--- src/rtl/muldiv_pkg.sv ---
// Shared encodings and sizing for the iterative multiply/divide unit.
// Latency: n/a (types and constants only).
// Backpressure: n/a.
package muldiv_pkg;

  // Operation encoding: bit1 = divide, bit0 = signed
  localparam logic [1:0] OP_MULTU = 2'b00;
  localparam logic [1:0] OP_MULT  = 2'b01;
  localparam logic [1:0] OP_DIVU  = 2'b10;
  localparam logic [1:0] OP_DIV   = 2'b11;

  typedef enum logic [1:0] {
    IDLE = 2'd0,
    RUN  = 2'd1,
    DONE = 2'd2
  } state_t;

  localparam int MD_WIDTH = 32;

  // Iteration counter must hold 0..WIDTH-1 with one bit of headroom
  function automatic int cnt_w(input int w);
    return $clog2(w) + 1;
  endfunction

  localparam int CNT_W = cnt_w(MD_WIDTH);

endpackage

--- src/rtl/muldiv_datapath.sv ---
// Shift/add multiply and restoring divide engine with optional sign fixup (MULDIV_SIGNED_EN).
// Latency: one step per i_step; results are combinational from the accumulator.
// Backpressure: none; the sequencer decides when to load, step and commit.
module muldiv_datapath
  import muldiv_pkg::*;
#(
  parameter int W = 32
) (
  input  logic         clk,
  input  logic         i_rst,
  input  logic         i_load,
  input  logic         i_step,
  input  logic [1:0]   i_op,
  input  logic [W-1:0] i_a,
  input  logic [W-1:0] i_b,
  output logic         o_dz_now,
  output logic         o_dz,
  output logic [W-1:0] o_hi,
  output logic [W-1:0] o_lo
);

  // Accumulator: product {hi,lo} for multiply, {remainder, dividend/quotient} for divide
  logic [2*W-1:0] r_acc;
  logic [W-1:0]   r_opnd;
  logic           r_is_div;
  logic           r_dz;

  logic           w_is_div;
  logic           w_dz;
  logic [W-1:0]   w_ld_a;
  logic [W-1:0]   w_ld_b;
  logic [W:0]     w_sum;
  logic [W:0]     w_rem_sh;
  logic           w_ge;
  logic [W-1:0]   w_diff;
  logic [2*W-1:0] w_mul_nxt;
  logic [2*W-1:0] w_div_nxt;
  logic [2*W-1:0] w_prod;
  logic [W-1:0]   w_quo;
  logic [W-1:0]   w_rem;

  assign w_is_div = (i_op == OP_DIVU) || (i_op == OP_DIV);
  assign w_dz     = w_is_div && (i_b == '0);
  assign o_dz_now = w_dz;
  assign o_dz     = r_dz;

`ifdef MULDIV_SIGNED_EN
  logic w_sgn;
  logic w_a_neg;
  logic w_b_neg;
  logic r_neg_q;
  logic r_neg_r;
  assign w_sgn   = (i_op == OP_MULT) || (i_op == OP_DIV);
  assign w_a_neg = w_sgn && i_a[W-1];
  assign w_b_neg = w_sgn && i_b[W-1];
  // Iterate on magnitudes; signs are re-applied when the result is read
  assign w_ld_a  = w_a_neg ? (~i_a + 1'b1) : i_a;
  assign w_ld_b  = w_b_neg ? (~i_b + 1'b1) : i_b;
`else
  assign w_ld_a  = i_a;
  assign w_ld_b  = i_b;
`endif

  // Multiply step: add multiplicand to upper half when LSB set, then shift right
  assign w_sum     = {1'b0, r_acc[2*W-1:W]} + (r_acc[0] ? {1'b0, r_opnd} : {(W+1){1'b0}});
  assign w_mul_nxt = {w_sum, r_acc[W-1:1]};

  // Divide step: shift next dividend bit into remainder, subtract divisor if it fits.
  // The remainder stays below the divisor, so the kept value always fits in W bits.
  assign w_rem_sh  = r_acc[2*W-1:W-1];
  assign w_ge      = (w_rem_sh >= {1'b0, r_opnd});
  assign w_diff    = w_rem_sh[W-1:0] - r_opnd;
  assign w_div_nxt = {(w_ge ? w_diff : w_rem_sh[W-1:0]), r_acc[W-2:0], w_ge};

  // Operand load on an accepted request, then one iteration per step
  always_ff @(posedge clk) begin
    if (i_rst) begin
      r_acc    <= '0;
      r_opnd   <= '0;
      r_is_div <= 1'b0;
      r_dz     <= 1'b0;
`ifdef MULDIV_SIGNED_EN
      r_neg_q  <= 1'b0;
      r_neg_r  <= 1'b0;
`endif
    end else if (i_load) begin
      r_is_div <= w_is_div;
      r_dz     <= w_dz;
      if (w_dz) begin
        // Divide-by-zero result preloaded: hi = raw dividend, lo = all ones
        r_acc  <= {i_a, {W{1'b1}}};
        r_opnd <= '0;
      end else if (w_is_div) begin
        r_acc  <= {{W{1'b0}}, w_ld_a};
        r_opnd <= w_ld_b;
      end else begin
        r_acc  <= {{W{1'b0}}, w_ld_b};
        r_opnd <= w_ld_a;
      end
`ifdef MULDIV_SIGNED_EN
      r_neg_q  <= !w_dz && (w_a_neg ^ w_b_neg);
      r_neg_r  <= !w_dz && w_a_neg;
`endif
    end else if (i_step) begin
      r_acc <= r_is_div ? w_div_nxt : w_mul_nxt;
    end
  end

`ifdef MULDIV_SIGNED_EN
  // Product/quotient negated when signs differ; remainder follows the dividend
  assign w_prod = r_neg_q ? (~r_acc + 1'b1) : r_acc;
  assign w_quo  = r_neg_q ? (~r_acc[W-1:0] + 1'b1) : r_acc[W-1:0];
  assign w_rem  = r_neg_r ? (~r_acc[2*W-1:W] + 1'b1) : r_acc[2*W-1:W];
`else
  assign w_prod = r_acc;
  assign w_quo  = r_acc[W-1:0];
  assign w_rem  = r_acc[2*W-1:W];
`endif

  assign o_hi = r_is_div ? w_rem : w_prod[2*W-1:W];
  assign o_lo = r_is_div ? w_quo : w_prod[W-1:0];

endmodule

--- src/rtl/muldiv_sequencer.sv ---
// Iterative MULT/MULTU/DIV/DIVU sequencer owning HI/LO; signed ops built only with MULDIV_SIGNED_EN.
// Latency: start accepted at edge N -> done pulse and new HI/LO after edge N+WIDTH+1 (N+1 on divide by zero).
// Backpressure: busy/stall_hilo high in RUN and DONE; start ignored while busy, cancel aborts without commit.
module muldiv_sequencer
  import muldiv_pkg::*;
#(
  parameter int WIDTH = MD_WIDTH
) (
  input  logic             CLK,
  input  logic             RST,
  input  logic             start,
  input  logic [1:0]       op,
  input  logic [WIDTH-1:0] src_a,
  input  logic [WIDTH-1:0] src_b,
  input  logic             cancel,
  output logic             busy,
  output logic             stall_hilo,
  output logic             done,
  output logic             div_zero,
  output logic [WIDTH-1:0] hi,
  output logic [WIDTH-1:0] lo
);

  localparam int CW = (WIDTH == MD_WIDTH) ? CNT_W : cnt_w(WIDTH);

  state_t           r_state;
  logic [CW-1:0]    r_cnt;
  logic [WIDTH-1:0] r_hi;
  logic [WIDTH-1:0] r_lo;
  logic             r_busy;
  logic             r_done;
  logic             r_div_zero;

  logic             w_accept;
  logic             w_step;
  logic             w_dz_now;
  logic             w_dz;
  logic [WIDTH-1:0] w_res_hi;
  logic [WIDTH-1:0] w_res_lo;

  // A flush in the same cycle as a request wins over the request
  assign w_accept = (r_state == IDLE) && start && !cancel;
  assign w_step   = (r_state == RUN) && !cancel;

  muldiv_datapath #(
    .W (WIDTH)
  ) u_dp (
    .clk      (CLK),
    .i_rst    (RST),
    .i_load   (w_accept),
    .i_step   (w_step),
    .i_op     (op),
    .i_a      (src_a),
    .i_b      (src_b),
    .o_dz_now (w_dz_now),
    .o_dz     (w_dz),
    .o_hi     (w_res_hi),
    .o_lo     (w_res_lo)
  );

  // Sequencer FSM: iteration count, cancel handling and the HI/LO commit
  always_ff @(posedge CLK) begin
    if (RST) begin
      r_state    <= IDLE;
      r_cnt      <= '0;
      r_hi       <= '0;
      r_lo       <= '0;
      r_busy     <= 1'b0;
      r_done     <= 1'b0;
      r_div_zero <= 1'b0;
    end else begin
      r_done <= 1'b0;
      case (r_state)
        IDLE: begin
          if (w_accept) begin
            r_cnt      <= '0;
            r_busy     <= 1'b1;
            r_div_zero <= 1'b0;
            r_state    <= w_dz_now ? DONE : RUN;
          end
        end
        RUN: begin
          if (cancel) begin
            r_state <= IDLE;
            r_busy  <= 1'b0;
          end else if (r_cnt == CW'(WIDTH - 1)) begin
            r_state <= DONE;
          end else begin
            r_cnt <= r_cnt + 1'b1;
          end
        end
        DONE: begin
          // Commit at the end of DONE so a flush here still leaves HI/LO untouched
          r_state <= IDLE;
          r_busy  <= 1'b0;
          if (!cancel) begin
            r_hi   <= w_res_hi;
            r_lo   <= w_res_lo;
            r_done <= 1'b1;
            if (w_dz) r_div_zero <= 1'b1;
          end
        end
        default: begin
          r_state <= IDLE;
          r_busy  <= 1'b0;
        end
      endcase
    end
  end

  assign busy       = r_busy;
  assign stall_hilo = r_busy;
  assign done       = r_done;
  assign div_zero   = r_div_zero;
  assign hi         = r_hi;
  assign lo         = r_lo;

endmodule
--- config.mk ---
export PLATFORM = sky130hd
export DESIGN_NAME = muldiv_sequencer
export DESIGN_NICKNAME = d
export VERILOG_FILES = /design/src/rtl/muldiv_pkg.sv /design/src/rtl/muldiv_datapath.sv /design/src/rtl/muldiv_sequencer.sv
export SDC_FILE = /design/constraint.sdc
export NUM_CORES = 1
export LEC_CHECK = 0
export ABC_AREA = 1
export BUFFER_PORTS_ARGS = -buffer_cell sky130_fd_sc_hd__clkbuf_2
export CAP_MARGIN = 30
export CORE_MARGIN = 3
export CORE_UTILIZATION = 40
export CTS_CLUSTER_SIZE = 24
export DETAILED_ROUTE_END_ITERATION = 8
export PLACE_DENSITY = 0.7
export REMOVE_ABC_BUFFERS = 1
export SLEW_MARGIN = 25
export SYNTH_ARGS = -nofsm -noshare
export SYNTH_HDL_FRONTEND = slang
export SYNTH_SLANG_ARGS = --single-unit
--- constraint.sdc ---
create_clock -name CLK -period 7.2 [get_ports CLK]
set_input_delay 0.72 -clock CLK [delete_from_list [all_inputs] [get_ports CLK]]
set_output_delay 0.72 -clock CLK [all_outputs]
set_load 0.02 [all_outputs]
==> results.py, run 1 <==
metrics = {
    "outcome": {
        "status": "completed",
    },
    "global_route": {
        "grt_pass1_vias": 13025,
        "grtUsageTotal_pct": 27.60,
        "grt_antenna_before_repair": 2,
        "grt_pass1_wl_mm": 72.50,
        "grt_max_degree": 93,
        "overflow": 0,
    },
    "yosys": {
        "syn_inst": 2072,
        "yosysWarnings": 0,
        "syn-mean-instance-area_um2": 6.084,
        "synthTopCellsByArea": "dfxtp_1 (27%), nand2_1 (15%), nor2_1 (9.6%)",
        "ys_ff_latch": 173,
        "synth_compound_area_share_pct": 19.47,
        "postSynth.asyncResetShare_pct": 0,
        "synth_top_area_share_pct": 27.47,
        "synth.yosys.seq_area_share_pct": 27.47,
        "synthFlopType": "dfxtp_1",
        "synthAdderAreaFrac_pct": 6.769,
        "yosys.area_share.simple_pct": 33.54,
        "synth_edf_count": 0,
        "synthXorXnorAreaFrac_pct": 1.459,
        "synth_mux_area_share_pct": 0.1588,
        "synth_top_cell_by_area": "dfxtp_1",
        "synth_top_family_by_area": "simple AND/OR/NAND/NOR gates",
        "syn_area_um2": 12610,
        "synthDistinctLibCells": 44,
    },
    "die": {
        "dieHeight_um": 183.5,
        "coreArea_um2": 30830,
        "die_x_um": 183.5,
        "ioPinCount": 138,
        "die_area_um2": 33680,
        "rows": 64,
        "start_util_pct": 40.89,
    },
    "final_layout": {
        "drive_above_1_share_pct": 9.449,
        "instances_no_fill": 2555,
        "fin_area_um2": 14080,
        "nets": 2283,
        "syn2layout_area_growth_pct": 11.73,
        "post-route-util_pct": 45.69,
        "n_antenna_cell": 0,
        "n_fill_cell": 3324,
    },
    "sta": {
        "period_share_pct": 51.05,
        "worst_slack_ns": 3.525,
        "worst_slew_pin_slew_ns": 0.9979,
        "skew_ns": 0.01690,
        "rsz0062_at_grt": "false",
        "slew_viol_final": 0,
        "slew_headroom_pct": 33.40,
        "setup_viol": 0,
        "period_needed_ns": 3.675,
        "hold_viol_final": 0,
        "max_freq_ghz": 0.2721,
        "fin_tns_setup_ns": 0,
    },
    "detailed_routing": {
        "vias": 14033,
        "drtIter0Drc": 1429,
        "vias_per_cell": 5.492,
        "post_drt_wl_per_cell_um": 18.38,
        "wl_mm": 46.96,
        "route.detailed.drc": 0,
        "drt_first_pass_iters": 6,
        "ant_nets": 0,
    },
    "clock_tree": {
        "post-cts-setup-buffers": 0,
        "cts_made_buffers": 17,
        "worstSkewPairLatency_ns": 0.47,
        "cts-htree-levels": 4,
        "cts_root_buf": "clkbuf_16",
        "cts_hold_buffers": 0,
        "cts_num_sinks": 173,
        "cts-resized-gates": 0,
        "cts_tree": "yes",
        "clk_pin_slew_ns": 0.07,
        "clockBufferDepth": 2,
    },
    "power_and_ir_drop": {
        "ir_worst_vdd_mv": 0.1652,
        "power.density_nw_per_um2": 220.5,
        "leakage_nw": 6.972,
    },
    "worst_setup_path": {
        "crit_type": "reg -> reg",
        "reg2reg_slack_ns": 3.52,
        "r2r-end": "u_dp.r_acc[58]$_SDFFE_PP0P_",
        "path_max_fanout": 52,
        "crit_arrival_ns": 4.08,
        "reg2reg_depth": 15,
        "required_ns": 7.60,
        "cp-end-kind": "register",
        "reg2reg_from": "u_dp.r_opnd[5]$_SDFFE_PP0P_",
        "critPathLaunchType": "register",
    },
    "placement": {
        "port_buffers": 136,
        "placed_area_um2": 13480,
        "gp_congestion": 0.9323,
        "placed_cells": 2523,
        "dpl.hpwl_mm": 35.73,
        "dp_worst_setup_slack_ns": 3.185,
    },
    "hold_path": {
        "hold_depth": 2,
        "worstHoldPathType": "reg -> reg",
        "holdPathEnd": "div_zero$_SDFFE_PP0P_",
        "hp-start": "u_dp.o_dz$_SDFFE_PP0P_",
    },
    "run": {
        "max_cap_violations": 0,
    },
}
==> synth_stat cells (15+ instances only) <==
| cell | n |
|---|---|
| nor2_1 | 321 |
| a21oi_1 | 144 |
| nand2_1 | 502 |
| nand4_1 | 43 |
| clkbuf_1 | 68 |
| o221ai_1 | 31 |
| ha_1 | 65 |
| xnor2_1 | 17 |
| inv_1 | 261 |
| o21ai_0 | 176 |
| nand3_1 | 116 |
| buf_2 | 15 |
| dfxtp_1 | 173 |
| o32ai_1 | 29 |
==> how the worst max path moves through the flow <==
| stage | to | depth (start not counted) | slack (ns) | start |
|---|---|---|---|---|
| finish | u_dp.r_acc[58]$_SDFFE_PP0P_ | 15 | 3.52 | u_dp.r_opnd[5]$_SDFFE_PP0P_ |
| global route | u_dp.r_acc[58]$_SDFFE_PP0P_ | 14 | 3.32 | u_dp.r_acc[37]$_SDFFE_PP0P_ |
| CTS | u_dp.r_acc[58]$_SDFFE_PP0P_ | 15 | 3.65 | u_dp.r_opnd[5]$_SDFFE_PP0P_ |
| detailed placement | u_dp.r_acc[48]$_SDFFE_PP0P_ | 13 | 3.18 | op[1] |
| global placement | u_dp.r_acc[48]$_SDFFE_PP0P_ | 13 | 3.20 | op[1] |
| floorplan | r_state[0]$_SDFFE_PP0P_ | 3 | 3.47 | RST |
==> worst max-delay path, cell delays in order (launching register included) <==
cell,delay (ns)
dfxtp_1,0.34
inv_1,0.06
ha_1,0.38
nand2_1,0.13
nor2_1,0.28
nand3_1,0.17
nand3_2,0.17
nand2_1,0.06
nand2_1,0.11
nand2_1,0.38
nand2_2,0.19
buf_4,0.54
nand2_1,0.35
o21ai_0,0.19
o21ai_0,0.11
a21oi_1,0.12
==> logic make-up after synthesis <==
family | Yosys count
AO/OA/AOI/OAI | 424
XOR/XNOR | 21
adder cells (fa/ha/maj) | 67
buffers and inverters | 359
flip-flops | 173
multiplexers | 2
AND/OR/NAND/NOR | 1026
==> routing by layer <==
metal	GRT usage [%]	vias up	wire length, µm
met1	38.82	6458	21650
met2	43.50	552	20490
li1	-	6953	-
met5	0	-	11
met4	7.892	2	1084
met3	4.788	68	3727
==> power breakdown <==
| part | total [mW] | leakage [nW] | internal (mW) | switching (mW) |
|---|---|---|---|---|
| Clock | 0.988 | 0.289 | 0.524 | 0.464 |
| Combinational | 1.03 | 5.27 | 0.328 | 0.705 |
| Sequential | 1.08 | 1.41 | 1.01 | 0.0737 |
| Total | 3.11 | 6.97 | 1.86 | 1.24 |
==> sequential cells by signal, indices dropped and copies added (netlist names) <==
register and count:
lo 32, busy 1, div_zero 1, u_dp.o_dz 1, u_dp.r_is_div 1, r_state 2, u_dp.r_acc 64, done 1
r_cnt 6, hi 32, u_dp.r_opnd 32
==> through the flow <==
step / power, mW / hold WS, ns
floorplan: 1.766 / 0.4283
global placement: 2.100 / 0.4481
detailed placement: 2.110 / 0.4545
CTS: 3.093 / 0.4716
global route: 3.275 / 0.5045
finish: 3.105 / 0.4684
==> placed cells by master (no fill, tap or decap), types with 5 or more instances in the layout <==
cell       Yosys  final
clkbuf_2       0    136
nor2_1       321    321
o21ai_0      176    176
nand2_1      502    500
nor3_1        13     13
inv_1        261    260
dfxtp_1      173    172
o211ai_1      11     11
a21oi_1      144    144
o21a_1         8      8
nand3_1      116    115
nand4_1       43     43
xnor2_1       17     17
ha_1          65     65
a21o_1         5      5
o221ai_1      31     31
o21bai_1       8      8
nand3b_1       7      7
buf_4          5     12
clkbuf_16      0     17
o32ai_1       29     29
==> layout make-up <==
class	count	area, µm²	share of cell area, %
flip-flops and latches	173	3465	24.60
repair buffers	148	770.7	5.472
multi-input cells	1540	7750	55.02
well taps	396	495.5	3.518
clock buffers	17	425.4	3.020
clock inverters	15	176.4	1.253
inverters	266	1002	7.116
No activity file was read; power rests on OpenSTA's default activity.
==> run 2: changes to the inputs <==
ABC_AREA = 0   (was 1)
PLACE_DENSITY = 0.72   (was 0.7)
clock period = 3.27 ns   (was 7.2 ns; I/O delays follow)
==> run 2 against run 1 <==
Net effect: count of clock-buffer cells in the layout is the same; sequential share of layout area shrank 0.20 points; synthesized cell count shrank 27%; non-clock buffer count grew 85; clock skew shrank 0.0027 ns; largest power group unchanged.
==> results.py, run 2 <==
metrics = {
    "yosys": {
        "synth_common_cells": "nand2_1 (201), a21oi_1 (186), dfxtp_1 (173), nor2_1 (117), mux2i_1 (102)",
        "synthFlopType": "dfxtp_1",
        "synth_top_area_share_pct": 29.28,
        "synth_edf_count": 0,
        "synth.yosys.seq_area_share_pct": 29.28,
        "postSynth.asyncResetShare_pct": 0,
        "syn-mean-instance-area_um2": 7.812,
        "synth.most_common_cell": "nand2_1",
        "syn_area_um2": 11830,
        "syn_inst": 1514,
        "yosysWarnings": 0,
        "synth_top_cell_by_area": "dfxtp_1",
        "ys_ff_latch": 173,
        "synthDistinctLibCells": 84,
        "synthTopCellsByArea": "dfxtp_1 (29%), mux2i_1 (8.6%), a21oi_1 (7.9%)",
    },
    "clock_tree": {
        "cts_made_buffers": 17,
        "cts_num_sinks": 173,
        "clockBufferDepth": 2,
        "clk_pin_slew_ns": 0.07,
        "cts_hold_buffers": 0,
        "cts-htree-levels": 4,
        "worstSkewPairLatency_ns": 0.45,
        "cts_root_buf": "clkbuf_16",
        "cts_tree": "yes",
    },
    "hold_path": {
        "hold_depth": 3,
        "worstHoldPathType": "in -> reg",
    },
    "detailed_routing": {
        "vias_per_cell": 5.897,
        "route.detailed.drc": 0,
        "drtIter0Drc": 1196,
        "ant_nets": 0,
        "drt_first_pass_iters": 7,
        "wl_mm": 41.03,
        "post_drt_wl_per_cell_um": 19.91,
        "vias": 12153,
    },
    "die": {
        "start_util_pct": 40.88,
        "die_x_um": 178.0,
        "dieHeight_um": 178.0,
        "die_area_um2": 31670,
        "coreArea_um2": 28940,
        "ioPinCount": 138,
        "rows": 62,
    },
    "sta": {
        "fin_tns_setup_ns": 0,
        "period_share_pct": 97.54,
        "hold_viol_final": 0,
        "slew_headroom_pct": 37.66,
        "setup_viol": 0,
        "slew_viol_final": 0,
        "max_freq_ghz": 0.3135,
        "skew_ns": 0.01419,
        "period_needed_ns": 3.189,
        "worst_slack_ns": 0.08056,
        "worst_slew_pin_slew_ns": 0.9346,
    },
    "worst_setup_path": {
        "required_ns": 3.60,
        "crit_type": "reg -> reg",
        "cp-end-kind": "register",
        "crit_buf_inv": 4,
        "critPathLaunchType": "register",
        "reg2reg_depth": 15,
        "path_max_fanout": 8,
        "crit_arrival_ns": 3.52,
        "cp.depth": 15,
        "cp_top_family": "compound AO/OA/AOI/OAI gates",
        "crit_path_max_incr_delay_ns": 0.37,
        "worst_path_max_delay_cell": "a2111oi_2",
        "crit_path_cell_trace": "buf_12, buf_12, and2_1, ha_4, a21oi_2, o211ai_1, a221oi_2, buf_4, a31oi_4, a2111oi_2, nor3_2, buf_4, a221o_1, o21ai_1, nand3_1",
    },
    "final_layout": {
        "top_register": "u_dp.r_acc",
        "multi_input_area_um2": 7923,
        "drive_above_1_share_pct": 20.16,
        "post-route-util_pct": 49.10,
        "nets": 1801,
        "seq_area_um2": 3466,
        "n_antenna_cell": 0,
        "largest_reg_flops": 64,
        "syn2layout_area_growth_pct": 20.11,
        "n_fill_cell": 2789,
        "layout_common_cells": "nand2_1 (201), a21oi_1 (181), dfxtp_1 (171), clkbuf_2 (134), nor2_1 (113)",
        "layout_commonest_cell": "nand2_1",
    },
    "global_route": {
        "grt_pass1_vias": 11386,
        "grtUsageTotal_pct": 25.12,
        "overflow": 0,
        "grt_max_degree": 66,
        "grt_pass1_wl_mm": 62.92,
        "grt_antenna_before_repair": 0,
    },
    "placement": {
        "dp_worst_setup_slack_ns": -0.1059,
        "gp_congestion": 0.9840,
        "dpl.hpwl_mm": 30.18,
        "port_buffers": 136,
    },
    "power_and_ir_drop": {
        "p_sw_share_pct": 36.56,
        "pwr-share-clk_pct": 31.4,
        "ir_worst_vdd_mv": 0.3252,
        "pwr-share-comb_pct": 33.5,
        "p_sw_mw": 2.375,
        "pwr-share-seq_pct": 35.2,
        "power.density_nw_per_um2": 457.3,
        "intPower_mw": 4.122,
        "power.total_mw": 6.497,
        "leakage_nw": 5.793,
    },
    "outcome": {
        "status": "completed",
    },
    "run": {
        "max_cap_violations": 0,
    },
}
## run 2: cell count changes after synthesis, sizes merged, moves of 28 or more
cell and delta:
o32ai -28, nor2 -205, a21oi +43, o21ai -119, and2 +40, nand3 -97
o22ai +30, o221ai -29, a221oi +42, mux2i +100, inv -210, nand2 -301
## run 2: power by group through the flow
| stage | registers [mW] | clock network [mW] | logic (mW) |
|---|---|---|---|
| 3_3_place_gp | 2.32 | 0 | 2.04 |
| 4_1_cts | 2.28 | 2.06 | 2.07 |
| 6_report | 2.28 | 2.04 | 2.18 |
| 2_1_floorplan | 2.31 | 0 | 1.28 |
| 5_1_grt | 2.29 | 2.14 | 2.34 |
| 3_5_place_dp | 2.32 | 0 | 2.06 |
## run 2: repair_timing
item / in CTS / in global routing
endpoints found under the setup margin: 4 / 21
pin swaps: 9 / 15
gates resized for setup: 8 / 32
buffers inserted: 3 / 2
## run 2: logic make-up (layout without fill, tap and decap cells)
group,count (synthesis),after routing,share of synthesized area (%)
muxes,117,117,10.06
xor gates and xnor gates,50,50,3.703
AOI/OAI and AO/OA,445,445,24.38
adders and majority gates,67,67,7.215
DFF,173,173,29.28
buffers and inverters,156,319,5.448
and+or+nand+nor,506,506,19.91
## run 2: path summary, 6_finish.rpt
check                                      to  slack, ns                        from
setup / recovery  u_dp.r_acc[60]$_SDFFE_PP0P_       0.08  u_dp.r_acc[0]$_SDFFE_PP0P_
hold / removal    u_dp.r_acc[32]$_SDFFE_PP0P_       0.17                    src_a[0]
setup reg to reg  u_dp.r_acc[60]$_SDFFE_PP0P_       0.08  u_dp.r_acc[0]$_SDFFE_PP0P_
hold reg to reg            lo[5]$_SDFFE_PP0P_       0.45          lo[5]$_SDFFE_PP0P_
## run 2: worst min-delay path, cell delays in order
cell and delay (ns):
clkbuf_2 0.10, nand2_1 0.05, a311oi_1 0.08
## run 2: layer usage
metal / GRT usage (%) / vias up / routed length [µm] / share of wire, %
met5: 0 / - / 0 / 0
met4: 10.86 / 0 / 1632 / 4.0
met3: 5.263 / 83 / 3316 / 8.1
met2: 39.49 / 557 / 18520 / 45
met1: 33.22 / 5709 / 17560 / 43
li1: - / 5804 / - / -
## run 2: metrics by stage
step                      instances  cell area, µm²  hold WS, ns
after floorplan                1412           11390       0.3932
after global placement         2024           13390       0.4424
after detailed placement       2024           13390       0.4456
after CTS                      2058           14010       0.1560
after global routing           2061           14210       0.1848
final                          2061           14210       0.1696
## run 2: final cells by class
class                      instances  area share [%]
tap                              384           3.382
sequential                       173           24.40
clock buffer                      17           2.995
clock inverter                    15           1.030
multi-input combinational       1185           55.77
timing repair buffer             233           11.00
inverter                          54           1.427
==> run 3: changes to the inputs <==
CTS_BUF_LIST = sky130_fd_sc_hd__clkbuf_4   (was not set)
CTS_CLUSTER_SIZE = 8   (was 24)
SLEW_MARGIN = 5   (was 25)
==> run 3 against run 2 <==
Net effect: routed wire length is 0.78% lower; worst setup slack worse by 0.014 ns; register-to-register slack hardly changed; via count is 0.14% lower; maximum frequency is 0.44% lower; clock power is 38% lower; hold slack worse by 0.14 ns; cell count is 0.73% higher; core utilization is 0.41 points lower; largest cell class unchanged; largest power group unchanged; highest routed layer unchanged.
==> results.py, run 3 (synthesis gave the netlist of run 2 again) <==
metrics = {
    "worst_setup_path": {
        "cp_top_family": "compound AO/OA/AOI/OAI gates",
        "crit_path_max_incr_delay_ns": 0.39,
        "crit_arrival_ns": 3.76,
        "path_max_fanout": 3,
        "crit_path_frequent_cell": "nor3_2",
        "crit_path_cell_trace": "buf_4, and2_1, ha_1, fa_1, a21o_1, a2bb2oi_4, nor3_2, nor3_2, a31o_2, o221ai_2, nand2b_1, o41a_1, a311oi_1",
        "worst_path_max_delay_cell": "fa_1",
        "critPathLaunchType": "register",
        "crit_type": "reg -> reg",
        "reg2reg_from": "u_dp.r_acc[0]$_SDFFE_PP0P_",
        "required_ns": 3.82,
        "crit_path_start": "u_dp.r_acc[0]$_SDFFE_PP0P_",
        "cp-end-kind": "register",
        "crit_buf_inv": 1,
    },
    "power_and_ir_drop": {
        "leakage_nw": 5.735,
        "pwr-share-clk_pct": 22.0,
        "pwr-share-seq_pct": 39.8,
        "ir_worst_vdd_mv": 0.1933,
        "p_sw_share_pct": 39.52,
        "p_sw_mw": 2.270,
        "pwr-share-comb_pct": 38.1,
        "power.density_nw_per_um2": 407.6,
        "power.total_mw": 5.743,
        "intPower_mw": 3.473,
    },
    "die": {
        "start_util_pct": 40.88,
        "rows": 62,
        "die_area_um2": 31670,
        "die_x_um": 178.0,
        "ioPinCount": 138,
        "coreArea_um2": 28940,
        "dieHeight_um": 178.0,
    },
    "run": {
        "max_cap_violations": 0,
    },
    "sta": {
        "period_needed_ns": 3.204,
        "worst_slew_pin_slew_ns": 0.9588,
        "skew_ns": 0.03510,
        "setup_viol": 0,
        "max_freq_ghz": 0.3121,
        "hold_viol_final": 0,
        "period_share_pct": 97.97,
        "slew_viol_final": 0,
        "slew_headroom_pct": 36.04,
    },
    "clock_tree": {
        "clk_pin_slew_ns": 0.17,
        "cts_made_buffers": 17,
        "clockBufferDepth": 2,
        "cts-htree-levels": 4,
        "cts_num_sinks": 173,
        "cts_root_buf": "clkbuf_4",
        "cts_tree": "yes",
        "worstSkewPairLatency_ns": 0.64,
    },
    "final_layout": {
        "largest_reg_flops": 64,
        "nets": 1815,
        "post-route-util_pct": 48.69,
        "multi_input_area_um2": 7944,
        "drive_above_1_share_pct": 19.81,
        "layout_commonest_cell": "nand2_1",
        "n_fill_cell": 2806,
        "syn2layout_area_growth_pct": 19.11,
        "seq_area_um2": 3467,
        "top_register": "u_dp.r_acc",
        "layout_common_cells": "nand2_1 (201), a21oi_1 (182), dfxtp_1 (170), clkbuf_2 (134), nor2_1 (113)",
        "instances_no_fill": 2076,
    },
    "detailed_routing": {
        "post_drt_wl_per_cell_um": 19.61,
        "route.detailed.drc": 0,
        "wl_mm": 40.71,
        "drt_first_pass_iters": 6,
        "vias_per_cell": 5.846,
        "drtIter0Drc": 1052,
        "vias": 12136,
        "ant_nets": 0,
    },
    "global_route": {
        "grtUsageTotal_pct": 25.06,
        "grt_pass1_vias": 11423,
        "grt_pass1_wl_mm": 62.68,
        "overflow": 0,
        "grt_max_degree": 66,
        "grt_antenna_before_repair": 1,
    },
    "placement": {
        "dpl.hpwl_mm": 30.18,
        "gp_congestion": 0.9840,
        "port_buffers": 136,
        "placed_cells": 2024,
    },
    "hold_path": {
        "worstHoldPathType": "in -> reg",
        "hp-start": "src_a[7]",
    },
    "outcome": {
        "status": "completed",
    },
}
-- run 3: cell types whose count changed in the layout (fill, tap and decap cells not counted), moves of 2 or more --
cell           delta
clkbuf_16        -17
clkbuf_4         +17
a21oi_2           -2
dlygate4sd3_1    +13
a211oi_2          -2
-- run 3: power by group through the flow --
stage / registers [mW] / logic, mW / clock network (mW)
2_1_floorplan: 2.31 / 1.28 / 0
5_1_grt: 2.30 / 2.36 / 1.37
4_1_cts: 2.28 / 2.09 / 1.30
3_5_place_dp: 2.32 / 2.06 / 0
6_report: 2.29 / 2.19 / 1.27
3_3_place_gp: 2.32 / 2.04 / 0
-- run 3: worst register-to-register path: stages (launching register included) --
cell and delay (ns):
dfxtp_2 0.36, buf_4 0.13, and2_1 0.15, ha_1 0.21, fa_1 0.39, a21o_1 0.22, a2bb2oi_4 0.20, nor3_2 0.09
nor3_2 0.21, a31o_2 0.24, o221ai_2 0.17, nand2b_1 0.22, o41a_1 0.32, a311oi_1 0.24
-- run 3: repair_timing --
item / 4_1_cts / 5_1_grt
gates resized for setup: 7 / 32
pin swaps: 9 / 15
cloned: 0 / 0
setup buffers: 3 / 2
hold buffers: 13 / 0
setup endpoints to repair: 4 / 24
hold endpoints to repair: 11 / 0
-- run 3: area by class of cell --
type | instances | share of cell area (%)
Antenna cell | 1 | 0.01776
Sequential cell | 173 | 24.61
Inverter | 54 | 1.439
Clock inverter | 15 | 1.039
Multi-Input combinational cell | 1185 | 56.39
Clock buffer | 17 | 0.9059
Tap cell | 384 | 3.411
Timing Repair Buffer | 247 | 12.19
-- run 3: metrics by stage --
step / setup TNS [ns] / instance area, µm² / hold WS, ns / worst slack, ns
6_report: 0 / 14090 / 0.03045 / 0.06634
5_1_grt: -0.1071 / 14090 / 0.01207 / -0.1001
4_1_cts: 0 / 13830 / 0.0001107 / 0.01038
3_5_place_dp: -0.1981 / 13390 / 0.4456 / -0.1059
3_3_place_gp: -0.06158 / 13390 / 0.4424 / -0.05303
2_1_floorplan: -84.40 / 11390 / 0.3932 / -1.024
-- run 3: path summary, 6_finish.rpt --
path | end | slack, ns | depth (start not counted)
min reg2reg | lo[5]$_SDFFE_PP0P_ | 0.46 | 2
min | u_dp.r_opnd[7]$_SDFFE_PP0P_ | 0.03 | 3
max reg2reg | u_dp.r_acc[61]$_SDFFE_PP0P_ | 0.07 | 13
max | u_dp.r_acc[61]$_SDFFE_PP0P_ | 0.07 | 13
-- run 3: metal layers --
layer	up-vias	routed length (µm)	track usage [%]
met4	0	1798	11.29
met5	-	0	0
met3	89	2963	5.049
met1	5761	17740	33.15
met2	457	18210	39.30
li1	5829	-	-
